File: src/rtl/keypad_scan.sv
// Keypad matrix scanner: walks one active-low row at a time, samples the active-low columns, debounces whole frames.
// Latency: press/release pulse lands 2 cycles after the deciding frame's last tick; no backpressure, pulses are fire-and-forget.
module keypad_scan #(
  parameter int ROWS     = 4,
  parameter int COLS     = 4,
  parameter int CODE_W   = 4,
  parameter int SCAN_DIV = 5000,
  parameter int DEBOUNCE = 3
) (
  input  logic              clock,
  input  logic              reset,
  input  logic [COLS-1:0]   col_in,
  output logic [ROWS-1:0]   row_out,
  output logic [CODE_W-1:0] key_code,
  output logic              key_valid,
  output logic              key_down,
  output logic              key_release
);

  localparam int CNT_W = (SCAN_DIV > 1) ? $clog2(SCAN_DIV) : 1;
  localparam int ROW_W = (ROWS > 1) ? $clog2(ROWS) : 1;
  localparam int COL_W = (COLS > 1) ? $clog2(COLS) : 1;
  localparam int STB_W = $clog2(DEBOUNCE + 1);
  localparam logic [CNT_W-1:0] CNT_LAST = CNT_W'(SCAN_DIV - 1);
  localparam logic [ROW_W-1:0] ROW_LAST = ROW_W'(ROWS - 1);

  typedef enum logic [1:0] {IDLE, CAND, PRESSED, REL} state_t;

  logic [CNT_W-1:0]  cnt;
  logic [ROW_W-1:0]  row_idx;
  logic              tick;
  logic              row_hit;
  logic [COL_W-1:0]  hit_col;
  logic [CODE_W-1:0] row_code;
  logic              scr_vld;
  logic [CODE_W-1:0] scr_code;
  logic              merged_hit;
  logic [CODE_W-1:0] merged_code;
  logic              res_hit;
  logic [CODE_W-1:0] res_code;
  logic              eval;
  state_t            state;
  logic [CODE_W-1:0] cand;
  logic [STB_W-1:0]  stable;
  logic              stable_last;

  assign tick = (cnt == CNT_LAST);

  // Scanning downward leaves the lowest closed column as the winner.
  always_comb begin
    row_hit = 1'b0;
    hit_col = '0;
    for (int c = COLS - 1; c >= 0; c--) begin
      if (!col_in[c]) begin
        row_hit = 1'b1;
        hit_col = COL_W'(c);
      end
    end
  end

  assign row_code    = CODE_W'(row_idx) * CODE_W'(COLS) + CODE_W'(hit_col);
  assign merged_hit  = scr_vld | row_hit;
  assign merged_code = scr_vld ? scr_code : row_code;
  assign stable_last = (int'(stable) + 1) >= DEBOUNCE;

  always_ff @(posedge clock) begin
    if (reset) begin
      cnt      <= '0;
      row_idx  <= '0;
      row_out  <= ~ROWS'(1);
      scr_vld  <= 1'b0;
      scr_code <= '0;
      res_hit  <= 1'b0;
      res_code <= '0;
      eval     <= 1'b0;
    end else begin
      eval <= 1'b0;
      if (tick) begin
        cnt <= '0;
        if (row_idx == ROW_LAST) begin
          row_idx  <= '0;
          row_out  <= ~ROWS'(1);
          res_hit  <= merged_hit;
          res_code <= merged_code;
          eval     <= 1'b1;
          scr_vld  <= 1'b0;
          scr_code <= '0;
        end else begin
          row_idx  <= row_idx + 1'b1;
          row_out  <= ~(ROWS'(1) << (row_idx + 1'b1));
          scr_vld  <= merged_hit;
          scr_code <= merged_code;
        end
      end else begin
        cnt <= cnt + 1'b1;
      end
    end
  end

  always_ff @(posedge clock) begin
    if (reset) begin
      state       <= IDLE;
      cand        <= '0;
      stable      <= '0;
      key_code    <= '0;
      key_valid   <= 1'b0;
      key_down    <= 1'b0;
      key_release <= 1'b0;
    end else begin
      key_valid   <= 1'b0;
      key_release <= 1'b0;
      if (eval) begin
        case (state)
          IDLE: begin
            if (res_hit) begin
              if (DEBOUNCE <= 1) begin
                state     <= PRESSED;
                key_code  <= res_code;
                key_down  <= 1'b1;
                key_valid <= 1'b1;
              end else begin
                state  <= CAND;
                cand   <= res_code;
                stable <= STB_W'(1);
              end
            end
          end
          CAND: begin
            if (!res_hit) begin
              state <= IDLE;
            end else if (res_code != cand) begin
              cand   <= res_code;
              stable <= STB_W'(1);
            end else if (stable_last) begin
              state     <= PRESSED;
              key_code  <= cand;
              key_down  <= 1'b1;
              key_valid <= 1'b1;
            end else begin
              stable <= stable + 1'b1;
            end
          end
          PRESSED: begin
            // No rollover: any change, including a different key, starts release qualification.
            if (!res_hit && DEBOUNCE <= 1) begin
              state       <= IDLE;
              key_down    <= 1'b0;
              key_release <= 1'b1;
            end else if (!res_hit || res_code != key_code) begin
              state  <= REL;
              stable <= STB_W'(1);
            end
          end
          REL: begin
            if (!res_hit) begin
              if (stable_last) begin
                state       <= IDLE;
                key_down    <= 1'b0;
                key_release <= 1'b1;
              end else begin
                stable <= stable + 1'b1;
              end
            end else if (res_code == key_code) begin
              state <= PRESSED;
            end else begin
              stable <= '0;
            end
          end
          default: state <= IDLE;
        endcase
      end
    end
  end

endmodule

File: config.mk
export PLATFORM = sky130hd
export DESIGN_NAME = keypad_scan
export DESIGN_NICKNAME = d
export VERILOG_FILES = /design/src/rtl/keypad_scan.sv
export SDC_FILE = /design/constraint.sdc
export NUM_CORES = 1
export LEC_CHECK = 0
export ABC_AREA = 1
export BUFFER_PORTS_ARGS = -buffer_cell sky130_fd_sc_hd__buf_2
export CORE_MARGIN = 4
export CORE_UTILIZATION = 53
export DETAILED_ROUTE_END_ITERATION = 8
export PLACE_DENSITY_LB_ADDON = 0.25
export SYNTH_ARGS = -nofsm -noshare
export SYNTH_HDL_FRONTEND = slang
export SYNTH_SLANG_ARGS = --single-unit
File: constraint.sdc
create_clock -name clock -period 1.5 [get_ports clock]
set_input_delay 0 -clock clock [delete_from_list [all_inputs] [get_ports clock]]
set_output_delay 0 -clock clock [all_outputs]
set_load 0.03 [all_outputs]
### Word-level counts from Yosys, hierarchy flattened

Index checks and enable logic that the tools add are counted.

| storage, ports and cells | value |
|---|---|
| flip-flop bits (word level) | 45 |
| input port bits | 6 |
| output and inout port bits | 11 |
| logic and storage cells | 107 |

| operators by class | value |
|---|---|
| add/sub/neg operators | 5 |
| magnitude comparators | 1 |
| equality and inequality tests | 21 |
| shift-type cells | 1 |
| muxes and demuxes | 41 |
| bitwise operators | 8 |
| reduce and logical (&&, ||, !) cells | 15 |

Operators by type and width:

| kind | count |
|---|---|
| $mux 2 | 19 |
| $mux 4 | 6 |
| $ne 2x2->1 const B | 8 |
| $pmux 2 s4 | 2 |
| $ne 3x3->1 const B | 5 |
| $reduce_and 5->1 | 3 |
| $reduce_and 7->1 | 2 |
| $add 13x1->13 const B | 1 |
| $eq 13x13->1 const B | 1 |
| $mux 1 | 12 |
| $ne 4x4->1 | 2 |
| $pmux 4 s2 | 1 |
| $eq 2x2->1 const B | 3 |
| $not 1->1 | 6 |
| $reduce_or 5->1 | 1 |
| $add 2x1->2 const B | 2 |
| $add 4x2->4 | 1 |
| $eq 4x4->1 | 1 |
| $not 4->4 | 1 |
| $reduce_bool 2->1 | 2 |
| $reduce_or 2->1 | 2 |
| $reduce_or 4->1 | 1 |
| $shl 1x2->4 const A | 1 |
| $add 2x1->3 const B | 1 |
| 8 further kinds | 8 |

### Logic depth before layout (Yosys ltp)

Gate-level depths: netlist (run 1).

| depth | value |
|---|---|
| word-level depth | 7 |
| depth in mapped cells | 11 |
| gate-level depth less buffers | 11 |

### Worst setup path after synthesis (run 1)

No wires, ideal clock.

| timing path | value |
|---|---|
| kind | reg-to-reg |
| from | register cnt[0] |
| to | register cnt[12] |
| setup time | 0.115 ns |
| arrival | 1.324 ns |
| data required time | 1.385 ns |
| slack | 0.061 ns |
| stages on the path, launching flop included | 11 |
| path buffers | 0 |
| period minus slack after synthesis | 1.439 ns |
| cells stage by stage | dfxtp_1 > ha_1 > nand2_1 > inv_1 > nand3_2 > nor2_1 > nand2_1 > nor2_1 > nand2_1 > xor2_1 > nor2_2 |

| between the ends | value |
|---|---|
| cells in the longest elaborated chain, start to end | 2 |
| elaborated cells between the ends (all ways) | 3 |
| classes of those cells | 1 x add/sub; 1 x eq/ne; 1 x reduce/logical |

RTL lines:

| element | RTL line | source |
|---|---|---|
| start, declared | 29 | `logic [CNT_W-1:0] cnt;` |
| start signal, assigned | 95 | `cnt <= cnt + 1'b1;` |
| branches (longest 2 deep; another with $add 13x1->13) | -- |  |

Several ways; the timed one is not identified.
A chain may end at the register's enable or synchronous reset.

### Worst setup path after layout (run 1)

| timing path | value |
|---|---|
| from | register cnt[1] |
| to | register res_code[3] |

| between the ends | value |
|---|---|
| cells in the longest elaborated chain, start to end | 2 |

RTL lines:

| element | RTL line | source |
|---|---|---|
| $eq 13x13->1 | 47 | `assign tick = (cnt == CNT_LAST);` |
| $reduce_and 2->1 (no line) | -- |  |
| end signal, assigned | 84 | `res_code <= merged_code;` |
| end, declared | 40 | `logic [CODE_W-1:0] res_code;` |

Every way passes these cells.

==> results of run 1 <==
-- registers in the layout, summed over array words and instances (netlist names), 2 cells and up, named ones only --
| register | count |
|---|---|
| scr_code | 4 |
| res_code | 4 |
| row_idx | 2 |
| row_out | 4 |
| cand | 4 |
| cnt | 13 |
| key_code | 4 |
| stable | 2 |
-- worst max-delay path by stage --
| stage | end | slack [ps] | cells past startpoint |
|---|---|---|---|
| 6_report | res_code[3] | 30 | 7 |
| 5_1_grt | res_code[3] | -110 | 7 |
| 4_1_cts | cnt[12] | -8 | 10 |
| 3_5_place_dp | cnt[12] | -60 | 10 |
| 3_3_place_gp | res_code[3] | -6 | 7 |
| 2_1_floorplan | cnt[12] | 60 | 10 |
-- critical path, cell delays in order (launching register included) --
cell and delay (ps):
sky130_fd_sc_hd__dfxtp_4 370, sky130_fd_sc_hd__ha_4 160, sky130_fd_sc_hd__inv_4 40, sky130_fd_sc_hd__nor4_4 310, sky130_fd_sc_hd__nand3_4 160, sky130_fd_sc_hd__nor2_4 220
sky130_fd_sc_hd__nand3_2 80, sky130_fd_sc_hd__o21ai_1 70
-- power by group through the flow --
stage | Clock, W | Combinational (W) | Sequential [W]
floorplan | 0 | 0.0000534 | 0.00123
global placement | 0 | 0.0000796 | 0.00123
detailed placement | 0 | 0.0000817 | 0.00123
CTS | 0.000774 | 0.0000821 | 0.00121
global route | 0.000831 | 0.0000974 | 0.00121
finish | 0.000758 | 0.0000878 | 0.00121
-- synthesized netlist by cell type --
library cell / instances
sky130_fd_sc_hd__xor2_1: 2
sky130_fd_sc_hd__o21ai_0: 21
sky130_fd_sc_hd__o21ai_4: 1
sky130_fd_sc_hd__buf_2: 2
sky130_fd_sc_hd__nor4_1: 2
sky130_fd_sc_hd__inv_2: 4
sky130_fd_sc_hd__nand4_1: 4
sky130_fd_sc_hd__nor3b_1: 1
sky130_fd_sc_hd__nor4_4: 2
sky130_fd_sc_hd__buf_6: 1
sky130_fd_sc_hd__nor3_4: 2
sky130_fd_sc_hd__a21oi_1: 18
sky130_fd_sc_hd__nand3b_1: 3
sky130_fd_sc_hd__nand3_2: 2
sky130_fd_sc_hd__a31oi_1: 1
sky130_fd_sc_hd__nor3_2: 1
sky130_fd_sc_hd__a21boi_0: 1
sky130_fd_sc_hd__nand2_4: 2
sky130_fd_sc_hd__nor2_1: 33
sky130_fd_sc_hd__nand2_1: 77
sky130_fd_sc_hd__ha_1: 9
sky130_fd_sc_hd__o211ai_1: 1
sky130_fd_sc_hd__o31ai_1: 1
sky130_fd_sc_hd__o21bai_1: 1
sky130_fd_sc_hd__nor3b_4: 1
sky130_fd_sc_hd__inv_1: 41
sky130_fd_sc_hd__nor2_2: 1
sky130_fd_sc_hd__nand2_2: 1
sky130_fd_sc_hd__nand3_4: 1
sky130_fd_sc_hd__nor3_1: 9
sky130_fd_sc_hd__nand3_1: 12
sky130_fd_sc_hd__nor2_4: 1
sky130_fd_sc_hd__dfxtp_1: 45
-- metrics by stage --
| step | TNS [ps] | instance area (µm²) | setup slack (ps) |
|---|---|---|---|
| after floorplan | 0 | 2240 | 61.3 |
| after global placement | -6.35 | 2480 | -6.35 |
| after detailed placement | -133 | 2480 | -55.9 |
| after CTS | -7.57 | 2590 | -7.57 |
| after global routing | -1470 | 2680 | -110 |
| final | 0 | 2680 | 25.8 |
-- routing by layer --
layer  global-route usage (%)  wire length [µm]
met1                     21.8              2170
met2                     33.0              2280
met3                     4.41               151
met4                     6.97                48
met5                        0                 0
-- final cells by class --
cell class,instances,area [µm²]
fillers,342,1380
multi-input cells,211,1220
repair buffers,36,230
well taps,50,62.6
clock buffers,7,86.3
flip-flops and latches,45,910
inverters,45,171
-- kinds of logic (layout without fill, tap and decap cells) --
family / Yosys count / count (layout)
AO/OA/AOI/OAI: 45 / 45
XOR/XNOR: 2 / 2
adder cells (fa/ha/maj): 9 / 9
buffers and inverters: 48 / 88
flip-flops: 45 / 45
AND/OR/NAND/NOR: 155 / 155
-- placed cells by master, fill, tap and decap left out, types with 2 or more instances in the layout --
| cell type | n |
|---|---|
| sky130_fd_sc_hd__nor3_1 | 8 |
| sky130_fd_sc_hd__nor4_2 | 2 |
| sky130_fd_sc_hd__nor3_4 | 3 |
| sky130_fd_sc_hd__dfxtp_1 | 40 |
| sky130_fd_sc_hd__ha_1 | 8 |
| sky130_fd_sc_hd__nand4_1 | 4 |
| sky130_fd_sc_hd__inv_1 | 38 |
| sky130_fd_sc_hd__nand3b_1 | 3 |
| sky130_fd_sc_hd__nor2_2 | 5 |
| sky130_fd_sc_hd__inv_2 | 6 |
| sky130_fd_sc_hd__nand2_4 | 3 |
| sky130_fd_sc_hd__buf_4 | 20 |
| sky130_fd_sc_hd__nand2_2 | 2 |
| sky130_fd_sc_hd__nor2_1 | 29 |
| sky130_fd_sc_hd__buf_2 | 16 |
| sky130_fd_sc_hd__nor4_4 | 2 |
| sky130_fd_sc_hd__clkbuf_8 | 6 |
| sky130_fd_sc_hd__nand3_1 | 10 |
| sky130_fd_sc_hd__o21ai_0 | 15 |
| sky130_fd_sc_hd__a21oi_1 | 17 |
| sky130_fd_sc_hd__nand2_1 | 75 |
| sky130_fd_sc_hd__o21ai_1 | 6 |
| sky130_fd_sc_hd__xor2_1 | 2 |
| sky130_fd_sc_hd__nand3_2 | 4 |
| sky130_fd_sc_hd__dfxtp_2 | 4 |
-- what timing repair did --
item	in CTS	in global routing
pin swaps	2	7
endpoints found under the hold margin	0	0
endpoints found under the setup margin	17	36
setup buffers	2	3
resized for setup	6	26
hold buffers	0	0
==> report_table.html, run 1 <==
<table>
<tr><th>Metric</th><th>Value</th></tr>
<tr><th colspan="2">Worst hold path</th></tr>
<tr><td>End of the worst hold path</td><td>key_valid</td></tr>
<tr><td>Hold crit path type</td><td>primary input to register</td></tr>
<tr><td>Startpoint of the most critical hold path</td><td>reset</td></tr>
<tr><td>Worst hold stages</td><td>2</td></tr>
<tr><th colspan="2">Synth</th></tr>
<tr><td>Share of the yosys chip area belonging to registers</td><td>40.2%</td></tr>
<tr><td>Yosys warning total</td><td>0</td></tr>
<tr><td>Number of register bits inferred by synthesis</td><td>45</td></tr>
<tr><td>Mux contribution to synthesized area</td><td>0%</td></tr>
<tr><td>Netlist cell types</td><td>33</td></tr>
<tr><td>Simple-gate portion of the synthesized area</td><td>34.5%</td></tr>
<tr><td>Post-Synth Adder-Cell Area</td><td>between 5 and 6%</td></tr>
<tr><td>Synthesized area per cell</td><td>7.38 µm²</td></tr>
<tr><td>Cell area after synthesis</td><td>2240 µm²</td></tr>
<tr><td>Cell types occupying the most area after synthesis</td><td>sky130_fd_sc_hd__dfxtp_1 (40%), sky130_fd_sc_hd__nand2_1 (13%), sky130_fd_sc_hd__inv_1 (6.9%), sky130_fd_sc_hd__nor2_1 (5.5%), sky130_fd_sc_hd__ha_1 (5.0%)</td></tr>
<tr><td>Area fraction in compound gates after synthesis</td><td>~11%</td></tr>
<tr><td>Xor and xnor area share after synthesis</td><td>0.781%</td></tr>
<tr><td>Area fraction of the dominant cell type after synthesis</td><td>40.2%</td></tr>
<tr><td>Largest family of logic cells by synthesized area</td><td>simple AND/OR/NAND/NOR gates</td></tr>
<tr><td>Cell count after synthesis</td><td>304</td></tr>
<tr><td>Largest area contributor in the synthesized netlist</td><td>sky130_fd_sc_hd__dfxtp_1</td></tr>
<tr><td>Synthesized net count</td><td>319</td></tr>
<tr><th colspan="2">Critical path</th></tr>
<tr><td>Data required time of the critical path</td><td>1740 ps</td></tr>
<tr><td>Crit-path max FO</td><td>6</td></tr>
<tr><td>Data arrival time of the worst path</td><td>1710 ps</td></tr>
<tr><td>Setup crit end kind</td><td>register</td></tr>
<tr><td>R2r startpoint</td><td>cnt[1]</td></tr>
<tr><td>Critical setup path kind</td><td>register to register</td></tr>
<tr><td>CP Launch Type</td><td>register</td></tr>
<tr><td>Endpoint of the worst register-to-register path</td><td>res_code[3]</td></tr>
<tr><td>R2R Setup Slk</td><td>around 26 ps</td></tr>
<tr><td>Number of cells on the worst reg-to-reg path</td><td>7</td></tr>
<tr><td>Worst Setup SP</td><td>cnt[1]</td></tr>
<tr><th colspan="2">Placement</th></tr>
<tr><td>Number of cells in the design after placement</td><td>~380</td></tr>
<tr><td>Routability Congestion</td><td>0.897</td></tr>
<tr><td>Detail Placement HPWL</td><td>3.38 mm</td></tr>
<tr><td>Number of buffers added on ports</td><td>16</td></tr>
<tr><th colspan="2">Final layout</th></tr>
<tr><td>Synthesis-to-finish area growth</td><td>19.6%</td></tr>
<tr><td>Fin cells</td><td>394</td></tr>
<tr><td>Final Core Density</td><td>66.1%</td></tr>
<tr><td>Diode insertion count for antenna repair</td><td>0</td></tr>
<tr><td>Final nets</td><td>between 300 and 400</td></tr>
<tr><td>Share of layout cells above drive strength 1</td><td>a little under a quarter</td></tr>
<tr><th colspan="2">Timing</th></tr>
<tr><td>Setup violations, final</td><td>0</td></tr>
<tr><td>Transition time at the pin with the least slew margin</td><td>approximately 360 ps</td></tr>
<tr><td>Max Slew Vio Count</td><td>0</td></tr>
<tr><td>Hold Slack</td><td>30.9 ps</td></tr>
<tr><td>Final period demand of the worst path</td><td>1470 ps</td></tr>
<tr><td>Share of the clock period used by the worst path</td><td>a little over nine tenths</td></tr>
<tr><td>Total count of hold-check failures in the final report</td><td>0</td></tr>
<tr><td>Maximum clock rate</td><td>0.678 GHz</td></tr>
<tr><td>Clock Skews</td><td>6.05 ps</td></tr>
<tr><td>Worst slew margin</td><td>75.7%</td></tr>
<tr><td>RSZ-0062 raised after global routing</td><td>true</td></tr>
<tr><th colspan="2">GRT</th></tr>
<tr><td>Gr ovfl total</td><td>0</td></tr>
<tr><td>Total routing resource utilization after global routing</td><td>18.7%</td></tr>
<tr><td>First-pass GRT wire length</td><td>8.02 mm</td></tr>
<tr><td>Via count of the first global-routing pass</td><td>around 2000</td></tr>
<tr><td>Pin count of the biggest net entering global routing</td><td>13</td></tr>
<tr><td>Number of antenna violations at the first check in global routing</td><td>0</td></tr>
<tr><th colspan="2">Clock network</th></tr>
<tr><td>Worst-skew pair later-pin latency</td><td>300 ps</td></tr>
<tr><td>Root Driver</td><td>sky130_fd_sc_hd__clkbuf_8</td></tr>
<tr><td>Total CTS buffers</td><td>5</td></tr>
<tr><td>Sinks on Clock Net</td><td>45</td></tr>
<tr><td>Bufs on Longest Clock Path</td><td>2</td></tr>
<tr><td>Clock tree from TritonCTS</td><td>yes</td></tr>
<tr><td>Number of H-tree levels</td><td>2</td></tr>
<tr><td>Clock-pin slew on the worst setup and hold paths</td><td>80 ps</td></tr>
<tr><th colspan="2">Power and ir drop</th></tr>
<tr><td>Switching power of the nets</td><td>0.000454 W</td></tr>
<tr><td>Power consumption</td><td>0.00205 W</td></tr>
<tr><td>Relative contribution of combinational cells to total power</td><td>around 4.3%</td></tr>
<tr><td>Static Leakage</td><td>1.13 nW</td></tr>
<tr><td>Part of the power in registers</td><td>58.8%</td></tr>
<tr><td>Switching power as a share of total power</td><td>about 22%</td></tr>
<tr><td>Share of power burned in the clock network</td><td>between 30% and 40%</td></tr>
<tr><td>Power density of the placed cells</td><td>roughly 770 nW/µm²</td></tr>
<tr><td>Internal power consumption</td><td>0.00160 W</td></tr>
<tr><td>Max IR drop VDD</td><td>652 µV</td></tr>
<tr><th colspan="2">Die</th></tr>
<tr><td>Number of placement rows</td><td>23</td></tr>
<tr><td>Starting density of the core</td><td>55.3%</td></tr>
<tr><td>Die Width</td><td>73.0 µm</td></tr>
<tr><td>Placeable core region</td><td>between 4000 and 5000 µm²</td></tr>
<tr><td>Die Outline Area</td><td>5330 µm²</td></tr>
<tr><td>Count of pins on the block boundary</td><td>17</td></tr>
<tr><td>Die extent in y</td><td>between 70 and 80 µm</td></tr>
<tr><th colspan="2">Routing</th></tr>
<tr><td>Iter 0 DRT Violations</td><td>128</td></tr>
<tr><td>Via density</td><td>about 5.1</td></tr>
<tr><td>DRT Wirelength</td><td>about 4.6 mm</td></tr>
<tr><td>Final routed DRC violation total</td><td>0</td></tr>
<tr><td>Post-detailed-route wirelength per cell</td><td>11.8 µm</td></tr>
<tr><td>Overall via count from detail_route</td><td>1996</td></tr>
<tr><td>TritonRoute pass-1 iters</td><td>4</td></tr>
<tr><td>Count of nets left with antenna violations after detail routing</td><td>0</td></tr>
<tr><th colspan="2">Run</th></tr>
<tr><td># Max-Cap Violations</td><td>0</td></tr>
<tr><th colspan="2">Outcome</th></tr>
<tr><td>Result of the run</td><td>finished, final reports clean</td></tr>
</table>
No activity file was read; power rests on OpenSTA's default activity.
==> run 2, diff against run 1 <==
--- a/config.mk
+++ b/config.mk
@@ -8,7 +8,7 @@
 export ABC_AREA = 1
 export BUFFER_PORTS_ARGS = -buffer_cell sky130_fd_sc_hd__buf_2
 export CORE_MARGIN = 4
-export CORE_UTILIZATION = 53
+export CORE_UTILIZATION = 39
 export DETAILED_ROUTE_END_ITERATION = 8
 export PLACE_DENSITY_LB_ADDON = 0.25
 export SYNTH_ARGS = -nofsm -noshare
==> report_table.html, run 2 (same netlist as run 1, synthesis figures left out) <==
<table>
<tr><th>Metric</th><th>Value</th></tr>
<tr><th colspan="2">Routing</th></tr>
<tr><td>Count of nets left with antenna violations after detail routing</td><td>0</td></tr>
<tr><td>DRT Wirelength</td><td>4.76 mm</td></tr>
<tr><td>Overall via count from detail_route</td><td>1947</td></tr>
<tr><td>Via density</td><td>4.67</td></tr>
<tr><td>Final routed DRC violation total</td><td>0</td></tr>
<tr><td>TritonRoute pass-1 iters</td><td>4</td></tr>
<tr><td>Post-detailed-route wirelength per cell</td><td>11.4 µm</td></tr>
<tr><td>Iter 0 DRT Violations</td><td>135</td></tr>
<tr><th colspan="2">Clock network</th></tr>
<tr><td>Sinks on Clock Net</td><td>45</td></tr>
<tr><td>Cts hold-fix bufs</td><td>0</td></tr>
<tr><td>Root Driver</td><td>sky130_fd_sc_hd__clkbuf_8</td></tr>
<tr><td>Clock-pin slew on the worst setup and hold paths</td><td>90 ps</td></tr>
<tr><td>Total CTS buffers</td><td>5</td></tr>
<tr><td>Worst-skew pair later-pin latency</td><td>~300 ps</td></tr>
<tr><td>Bufs on Longest Clock Path</td><td>2</td></tr>
<tr><td>Clock tree from TritonCTS</td><td>yes</td></tr>
<tr><td>Number of H-tree levels</td><td>2</td></tr>
<tr><th colspan="2">GRT</th></tr>
<tr><td>Gr ovfl total</td><td>0</td></tr>
<tr><td>Number of antenna violations at the first check in global routing</td><td>0</td></tr>
<tr><td>Pin count of the biggest net entering global routing</td><td>16</td></tr>
<tr><td>Via count of the first global-routing pass</td><td>roughly 1900</td></tr>
<tr><td>Total routing resource utilization after global routing</td><td>14.2%</td></tr>
<tr><td>First-pass GRT wire length</td><td>around 8.3 mm</td></tr>
<tr><th colspan="2">Critical path</th></tr>
<tr><td>Data required time of the critical path</td><td>between 1500 and 2000 ps</td></tr>
<tr><td>Data arrival time of the worst path</td><td>1670 ps</td></tr>
<tr><td>Critical setup path kind</td><td>register to register</td></tr>
<tr><td>Crit-path max FO</td><td>3</td></tr>
<tr><td>CP Launch Type</td><td>register</td></tr>
<tr><td>Setup crit end kind</td><td>register</td></tr>
<tr><th colspan="2">Die</th></tr>
<tr><td>Starting density of the core</td><td>~40%</td></tr>
<tr><td>Die Outline Area</td><td>7030 µm²</td></tr>
<tr><td>Die extent in y</td><td>83.8 µm</td></tr>
<tr><td>Placeable core region</td><td>5540 µm²</td></tr>
<tr><td>Die Width</td><td>83.8 µm</td></tr>
<tr><td>Count of pins on the block boundary</td><td>17</td></tr>
<tr><td>Number of placement rows</td><td>27</td></tr>
<tr><th colspan="2">Final layout</th></tr>
<tr><td>Max reg flops</td><td>13</td></tr>
<tr><td>Fin cells</td><td>417</td></tr>
<tr><td>Leading cell type in the layout, fill and taps excluded</td><td>sky130_fd_sc_hd__nand2_1</td></tr>
<tr><td>Diode insertion count for antenna repair</td><td>0</td></tr>
<tr><td>Final Instance Area</td><td>2780 µm²</td></tr>
<tr><td>Final nets</td><td>about 360</td></tr>
<tr><td>Most flops, register</td><td>cnt</td></tr>
<tr><td>Leading cell types in the layout, fill and taps excluded</td><td>sky130_fd_sc_hd__nand2_1 (73), sky130_fd_sc_hd__inv_1 (38), sky130_fd_sc_hd__dfxtp_1 (36), sky130_fd_sc_hd__nor2_1 (27), sky130_fd_sc_hd__buf_4 (19)</td></tr>
<tr><td>Share of layout cells above drive strength 1</td><td>27.2%</td></tr>
<tr><td>Synthesis-to-finish area growth</td><td>23.8%</td></tr>
<tr><th colspan="2">Timing</th></tr>
<tr><td>Maximum clock rate</td><td>a little under 0.7 GHz</td></tr>
<tr><td>Total count of hold-check failures in the final report</td><td>0</td></tr>
<tr><td>Transition time at the pin with the least slew margin</td><td>376 ps</td></tr>
<tr><td>Setup violations, final</td><td>0</td></tr>
<tr><td>Max Slew Vio Count</td><td>0</td></tr>
<tr><td>Fin worst setup slack</td><td>21.8 ps</td></tr>
<tr><td>Final period demand of the worst path</td><td>1480 ps</td></tr>
<tr><td>Clock Skews</td><td>6.88 ps</td></tr>
<tr><td>RSZ-0062 raised after global routing</td><td>true</td></tr>
<tr><td>Share of the clock period used by the worst path</td><td>98.5%</td></tr>
<tr><td>Hold Slack</td><td>44.6 ps</td></tr>
<tr><td>Worst slew margin</td><td>approximately three quarters</td></tr>
<tr><th colspan="2">Power and ir drop</th></tr>
<tr><td>Internal power consumption</td><td>0.00165 W</td></tr>
<tr><td>Relative contribution of combinational cells to total power</td><td>4.3%</td></tr>
<tr><td>Power density of the placed cells</td><td>approximately 770 nW/µm²</td></tr>
<tr><td>Max IR drop VDD</td><td>just under 600 µV</td></tr>
<tr><td>Share of power burned in the clock network</td><td>slightly below 40%</td></tr>
<tr><td>Switching power as a share of total power</td><td>22.4%</td></tr>
<tr><td>Part of the power in registers</td><td>56.7%</td></tr>
<tr><td>Switching power of the nets</td><td>0.000479 W</td></tr>
<tr><td>Static Leakage</td><td>roughly 1.2 nW</td></tr>
<tr><th colspan="2">Placement</th></tr>
<tr><td>Total cell area at the placement stage</td><td>2500 µm²</td></tr>
<tr><td>Number of cells in the design after placement</td><td>about 400</td></tr>
<tr><td>Pre-CTS WS</td><td>-37.7 ps</td></tr>
<tr><td>Detail Placement HPWL</td><td>3.33 mm</td></tr>
<tr><td>Routability Congestion</td><td>just under 0.8</td></tr>
<tr><td>Number of buffers added on ports</td><td>16</td></tr>
<tr><th colspan="2">Outcome</th></tr>
<tr><td>Result of the run</td><td>finished, final reports clean</td></tr>
<tr><th colspan="2">Worst hold path</th></tr>
<tr><td>Hold crit path type</td><td>primary input to register</td></tr>
<tr><th colspan="2">Run</th></tr>
<tr><td># Max-Cap Violations</td><td>0</td></tr>
</table>
-- run 2: through the flow --
stage | setup TNS, ps | total power, W | utilization [%]
6_report | 0 | 0.00213 | 50.1
5_1_grt | -930 | 0.00224 | 50.1
4_1_cts | -13.6 | 0.00215 | 47.2
3_5_place_dp | -124 | 0.00132 | 45.1
3_3_place_gp | -14.9 | 0.00132 | 45.1
2_1_floorplan | 0 | 0.00129 | -
-- run 2: power groups by stage --
stage          Sequential [W]  Clock (W)  Combinational, W
2_1_floorplan         0.00123          0         0.0000534
3_3_place_gp          0.00123          0         0.0000829
3_5_place_dp          0.00123          0         0.0000835
4_1_cts               0.00121   0.000860         0.0000839
5_1_grt               0.00121   0.000923          0.000103
6_report              0.00121   0.000833         0.0000907
-- run 2: cell type report --
| cell class | instances | area [µm²] |
|---|---|---|
| fill | 571 | 2760 |
| multi-input combinational | 211 | 1260 |
| sequential | 45 | 912 |
| timing repair buffer | 36 | 243 |
| inverter | 45 | 174 |
| clock buffer | 7 | 96.3 |
| tap | 72 | 90.1 |
| clock inverter | 1 | 5.00 |
-- run 2: worst paths after layout --
kind / start / endpoint / slack, ps / cells after the start
max: cnt[0] / cnt[12] / 20 / 10
min: reset / key_valid / 40 / 2
max reg2reg: cnt[0] / cnt[12] / 20 / 10
min reg2reg: scr_code[3] / scr_code[3] / 460 / 2
-- run 2: repair_timing --
item / CTS / global route
cloned: 0 / 0
setup endpoints to repair: 19 / 39
gates resized for setup: 3 / 42
buffers inserted: 1 / 6
pin swaps: 1 / 3
-- run 2: routing by layer --
layer  up-vias  part of all wire [%]  track usage (%)
met1       874                    50             19.4
met2        19                    46             21.9
met3         6                   2.8             3.36
met5         -                     0                0
li1       1048                     -                -
met4         0                   1.1             4.97
-- run 2: worst max-delay path, cell delays in order, from the launching register on --
cell and delay, ps:
sky130_fd_sc_hd__dfxtp_2 360, sky130_fd_sc_hd__ha_4 180, sky130_fd_sc_hd__nand2_4 70, sky130_fd_sc_hd__inv_4 60, sky130_fd_sc_hd__nand3_4 70, sky130_fd_sc_hd__nor2_4 120
sky130_fd_sc_hd__nand2_2 70, sky130_fd_sc_hd__nor2_2 130, sky130_fd_sc_hd__nand2_1 70, sky130_fd_sc_hd__xor2_1 190, sky130_fd_sc_hd__nor2_2 50
